$ cat src/rtl/exe_pkg.sv
// exe_pkg: shared types and ALU encodings for the execute/memory boundary.
package exe_pkg;
  localparam int EXE_WIDTH = 48;
  localparam int EXE_RADDR = 4;
  localparam logic [2:0] ADD = 3'b000, SUB = 3'b001, AND = 3'b010, OR = 3'b011;
  localparam logic [2:0] XOR = 3'b100, SHL = 3'b101, PASSA = 3'b110, PASSB = 3'b111;
  typedef struct packed {
    logic n;
    logic z;
    logic v;
    logic c;
  } flags_t;
  typedef struct packed {
    logic reg_write;
    logic mem_read;
    logic mem_write;
  } exe_ctrl_t;
  typedef struct packed {
    logic [EXE_WIDTH-1:0] result;
    logic [EXE_WIDTH-1:0] store_data;
    logic [EXE_RADDR-1:0] rd;
    exe_ctrl_t            ctrl;
    logic                 valid;
  } exe_entry_t;
endpackage

$ cat src/rtl/execute_flags_reg.sv
// execute_flags_reg: architectural NZVC register with load enable.
module execute_flags_reg
  import exe_pkg::*;
(
  input  logic   clk,
  input  logic   rst,
  input  logic   load,
  input  flags_t d,
  output flags_t q
);
  always_ff @(posedge clk or posedge rst)
    if (rst) q <= '0;
    else if (load) q <= d;
endmodule

$ cat src/rtl/execute_mem_reg.sv
// execute_mem_reg: execute->memory pipeline register with 2-entry skid buffer and NZVC flags.
module execute_mem_reg
  import exe_pkg::*;
#(
  parameter int WIDTH = EXE_WIDTH,
  parameter int RADDR = EXE_RADDR
) (
  input  logic             clk,
  input  logic             rst,
  input  logic             in_valid,
  output logic             in_ready,
  input  logic [WIDTH-1:0] alu_out,
  input  logic             alu_n,
  input  logic             alu_z,
  input  logic             alu_v,
  input  logic             alu_c,
  input  logic [WIDTH-1:0] store_data,
  input  logic [RADDR-1:0] rd,
  input  logic             reg_write,
  input  logic             mem_read,
  input  logic             mem_write,
  input  logic             set_flags,
  input  logic             flush,
  output logic             out_valid,
  input  logic             out_ready,
  output logic [WIDTH-1:0] out_result,
  output logic [WIDTH-1:0] out_store_data,
  output logic [RADDR-1:0] out_rd,
  output logic             out_reg_write,
  output logic             out_mem_read,
  output logic             out_mem_write,
  output logic [3:0]       flags
);
  exe_entry_t main_q, skid_q, in_e, view;
  flags_t flag_q;
  logic accept, drain;
  assign in_e = {alu_out, store_data, rd, reg_write, mem_read, mem_write, 1'b1};
  assign in_ready = ~skid_q.valid;
  assign accept = in_valid & in_ready & ~flush;
  assign drain = ~main_q.valid | out_ready;
  always_ff @(posedge clk or posedge rst)
    if (rst) begin
      main_q <= '0;
      skid_q <= '0;
    end else if (flush) begin
      main_q.valid <= 1'b0;
      skid_q.valid <= 1'b0;
    end else if (drain) begin
      main_q <= skid_q.valid ? skid_q : accept ? in_e : '0;
      skid_q.valid <= 1'b0;
    end else if (accept) begin
      skid_q <= in_e;
    end
  // Stale payload left behind by a flush must never leak onto the ports.
  assign view = main_q.valid ? main_q : '0;
  assign out_valid = view.valid;
  assign out_result = view.result;
  assign out_store_data = view.store_data;
  assign out_rd = view.rd;
  assign out_reg_write = view.ctrl.reg_write;
  assign out_mem_read = view.ctrl.mem_read;
  assign out_mem_write = view.ctrl.mem_write;
  execute_flags_reg u_flags (
    .clk(clk),
    .rst(rst),
    .load(accept & set_flags),
    .d({alu_n, alu_z, alu_v, alu_c}),
    .q(flag_q)
  );
  assign flags = flag_q;
endmodule

$ cat config.mk
export PLATFORM = sky130hd
export DESIGN_NAME = execute_mem_reg
export DESIGN_NICKNAME = d
export VERILOG_FILES = /design/src/rtl/exe_pkg.sv /design/src/rtl/execute_flags_reg.sv /design/src/rtl/execute_mem_reg.sv
export SDC_FILE = /design/constraint.sdc
export NUM_CORES = 1
export LEC_CHECK = 0
export ABC_CLOCK_PERIOD_IN_PS = 7600
export CORE_MARGIN = 2
export CORE_UTILIZATION = 46
export CTS_CLUSTER_DIAMETER = 60
export DETAILED_ROUTE_END_ITERATION = 8
export HOLD_SLACK_MARGIN = 0.12
export PLACE_DENSITY = 0.77
export SLEW_MARGIN = 20
export SYNTH_ARGS = -nofsm -noshare
export SYNTH_HDL_FRONTEND = slang
export SYNTH_SLANG_ARGS = --single-unit
$ cat constraint.sdc
create_clock -name clk -period 7.6 [get_ports clk]
set_input_delay 1.52 -clock clk [delete_from_list [all_inputs] [get_ports clk]]
set_output_delay 1.52 -clock clk [all_outputs]
set_load 0.02 [all_outputs]
Word level (Yosys, flattened, before mapping):

Cells that the tools add are included.

* bits in registers: 212
* word-level logic and storage cells: 38
* input port bits: 113

* mux-type cells: 8
* reduce and logical (&&, ||, !) cells: 4
* bitwise operators: 8

Operator list (count)
* $mux 104: 3
* $mux 1: 5
* $not 1->1: 4
* $and 1x1->1: 3
* $reduce_and 3->1: 1
* $reduce_bool 3->1: 1
* $reduce_and 2->1: 1
* $reduce_bool 2->1: 1
* $or 1x1->1: 1

Longest topological paths before layout:

* depth after elaboration: 7
* gate-level depth with buffers: 6
* mapped depth without buffers: 3

By module:

From an unflattened synthesis, not the netlist that was laid out.

* cell total of the unflattened synthesis: 696
* area, all modules: 9575.4 um^2

By module, submodules not included
* execute_mem_reg: times used 1, cells an instance 687, area each 9426.5 um^2
* execute_flags_reg: times used 1, cells an instance 9, area each 148.9 um^2

Worst setup path after synthesis:

No wires, ideal clock.

* path type: reg-to-output
* start: reg main_q[0] (netlist name)
* end: out out_result[0]
* buffers on the path: 2
* cell stages (with the launch flop): 4
* data arrival time: 1235 ps
* setup slack: 4845 ps
* cells stage by stage: dfrtp_1 > clkbuf_1 > clkbuf_1 > and2_1

* word-level cells in the longest chain between the ends: 1

RTL lines
* from (decl): RTL line execute_mem_reg.sv:34 `exe_entry_t main_q, skid_q, in_e, view;`
* from (signal assigned): RTL line execute_mem_reg.sv:49 `main_q <= skid_q.valid ? skid_q : accept ? in_e : '0;`
* $mux 104: RTL line execute_mem_reg.sv:55 `assign view = main_q.valid ? main_q : '0;`
* to (decl): RTL line execute_mem_reg.sv:26 `output logic [WIDTH-1:0] out_result,`

Every way passes these cells.

Final worst setup path:

* start: reg main_q[0] (netlist name)
* end: out out_result[43]

The elaborated chain is that of the path after synthesis.

==> flow_metrics.tcl <==
set metrics [dict create \
    outcome "completed" \
    clk_latency_ns 0.49 \
    hp-start "skid_q[82]" \
    grt_max_degree 103 \
    synth_top_flop_cell "dfrtp_1" \
    synth-seq-area-share_pct 55.45 \
    synthSimpleGateAreaFrac_pct 7.271 \
    critPathMaxFanout 57 \
    crit_required_ns 6.08 \
    n_antenna_cell 0 \
    grt_pass1_wl_mm 34.43 \
    cts_resized 0 \
    drt_iter0_drc 200 \
    cp-start-kind "flop" \
    seqCellArea_um2 5310 \
    synth_xor_area_share_pct 0 \
    grt_pass1_vias 6649 \
    worstSetupPathType "reg2out" \
    leakage_nw 5.664 \
    synth_edf_count 0 \
    vias_per_cell 5.297 \
    cts_tree "yes" \
    gp_congestion 0.7110 \
    drive_gt1_share_pct 20.40 \
    synth_fa_ha_area_share_pct 0 \
    syn_area_um2 9568 \
    relSlewSlack_pct 44.21 \
    yosys-top-cells-area "dfrtp_1 (55%), mux2_2 (16%), a22o_1 (9.4%)" \
    hp-class "reg2reg" \
    rr_worst_depth 5 \
    wirelength_mm 21.35 \
    dieArea_um2 21970 \
    ys_warn_count 0 \
    fill_cells 1626 \
    synthCells 695 \
    synth-seq-cells 212 \
    vias 6234 \
    fmax_ghz 0.2285 \
    hold_violations 0 \
    syn_to_final_growth_pct 31.70 \
    cts_root_buffer "clkbuf_16" \
    tightest_slew_ns 0.8369 \
    worst_setup_path_end_kind "primary output" \
    antenna_found_initial 0 \
    timing.final.crit_share_pct 57.60 \
    hold_depth 1 \
    cts_buffer_depth 3 \
    synthMuxAreaShare_pct 24.72 \
    post_drt_wl_per_cell_um 18.14 \
    synth_compound_area_share_pct 9.481 \
    dp_hpwl_mm 12.92 \
    synth_top_family_by_area "multiplexers" \
    drcViolationCount 0 \
    period_needed_ns 4.377 \
    antenna_left 0 \
    peakVddDrop_mv 0.1599 \
    drv_cap 0 \
    power.density_nw_per_um2 225.6 \
    yosysTopAreaCellShare_pct 55.45 \
    cts.sinks 212 \
    yosysMostFrequentCell "dfrtp_1" \
    netlist_top_cells_count "dfrtp_1 (212), mux2_2 (140), a22o_1 (103), and2_1 (103), mux2_1 (70)" \
    clk_pin_slew_ns 0.06 \
    numCtsBuffers 22 \
    grt-ovfl-total 0 \
    die_y_um 148.2 \
    boundaryPins 222 \
    coreArea_um2 20300 \
    start_util_pct 47.13 \
    post_cts_buffers 0 \
    synthArstFlopShare_pct 100.0 \
    yosysTopAreaCell "dfrtp_1" \
    finalSetupViolations 0 \
    syn-mean-instance-area_um2 13.77 \
    yosysUniqueCellTypes 17 \
    syn_nets 808 \
    rows 52 \
    rsz0062_at_grt "no" \
    grt.total_usage_pct 19.35 \
    crit_arrival_ns 2.86 \
    tns_ns 0 \
    placed_area_um2 11930 \
    hold_buffers 0 \
    fin_area_um2 12600 \
    io_buffer_count 221 \
    die_width_um 148.2 \
    first_pass_iters 4 \
    worstSetupStartpoint "main_q[0]" \
    r2r-start "skid_q[0]" \
    skew_ns 0.006127 \
    htree_levels 1 \
    finalMaxSlewViolations 0 \
    power_mw 2.843 \
    multi_input_area_um2 3983 \
    fin_nets 1006 \
]
[through the flow]
step                hold WS, ns  instances  setup WS (ns)  utilization, %
floorplan                0.4646        695         0.2858               -
finish                   0.4886       1177          3.223           62.07
CTS                      0.4946       1177          3.131           62.07
detailed placement       0.4814       1139          3.001           58.75
global route             0.5029       1177          3.029           62.07
global placement         0.4735       1139          3.056           58.75
[area by class of cell]
type	count	area share, %
Clock buffer	35	5.243
Clock inverter	3	0.1192
Inverter	2	0.1192
Multi-Input combinational cell	425	31.61
Sequential cell	212	42.14
Tap cell	270	2.681
Timing Repair Buffer	230	18.09
[cell families (layout without fill, tap and decap cells)]
family | count (synthesis) | after routing
buf+inv | 58 | 270
mux | 210 | 210
simple gates | 111 | 111
flops | 212 | 212
compound gates | 104 | 104
[flip-flops by register name, summed over array words and instances, names as in the netlist]
| register | cells |
|---|---|
| skid_q | 104 |
| u_flags.q | 4 |
| main_q | 104 |
[path summary, 6_finish.rpt]
path                                  endpoint  slack [ns]
min in group asynchronous           main_q[39]        1.56
worst min-delay path                skid_q[82]        0.49
worst max register to register      skid_q[24]        4.28
max in group asynchronous            skid_q[0]        4.71
worst min register to register      skid_q[82]        0.49
worst max-delay path            out_result[43]        3.22
[critical path, stage by stage (launching register included)]
cell             delay (ns)
dfrtp_2                0.86
buf_4                  0.58
and2_1                 0.25
clkdlybuf4s50_1        0.62
[routing by layer]
layer | part of all wire (%) | GRT usage, % | vias to the layer above | wire [um]
met1 | 42 | 24.66 | 3137 | 9060
met3 | 6.1 | 4.172 | 34 | 1306
met5 | 0 | 0 | - | 0
li1 | - | - | 2898 | -
met4 | 1.8 | 4.333 | 0 | 388
met2 | 50 | 34.03 | 165 | 10600
[power breakdown]
group	total [mW]	switching, mW	leakage (nW)	internal, mW
combinational	0.416	0.168	2.62	0.248
sequential	1.41	0.0966	2.71	1.32
clock	1.01	0.420	0.333	0.593
[cells in the final DEF, fill, tap and decap left out]
cell type | Yosys | final
nor2b_1 | 1 | 1
nor3b_4 | 1 | 1
clkbuf_1 | 26 | 8
nor2_4 | 0 | 1
nor3_1 | 1 | 1
inv_8 | 0 | 1
clkinv_2 | 0 | 3
inv_1 | 2 | 1
nor2_1 | 2 | 1
nand2_4 | 0 | 1
mux2_1 | 70 | 70
and2_1 | 103 | 103
nand2b_1 | 1 | 1
mux2_2 | 140 | 140
nand2_1 | 2 | 1
dfrtp_1 | 212 | 210
dfrtp_2 | 0 | 1
dfrtp_4 | 0 | 1
clkdlybuf4s50_1 | 0 | 221
a21oi_1 | 1 | 1
clkbuf_16 | 0 | 23
a22o_1 | 103 | 103
buf_4 | 0 | 9
clkbuf_8 | 0 | 4
Power figures use the tool's default switching activity.
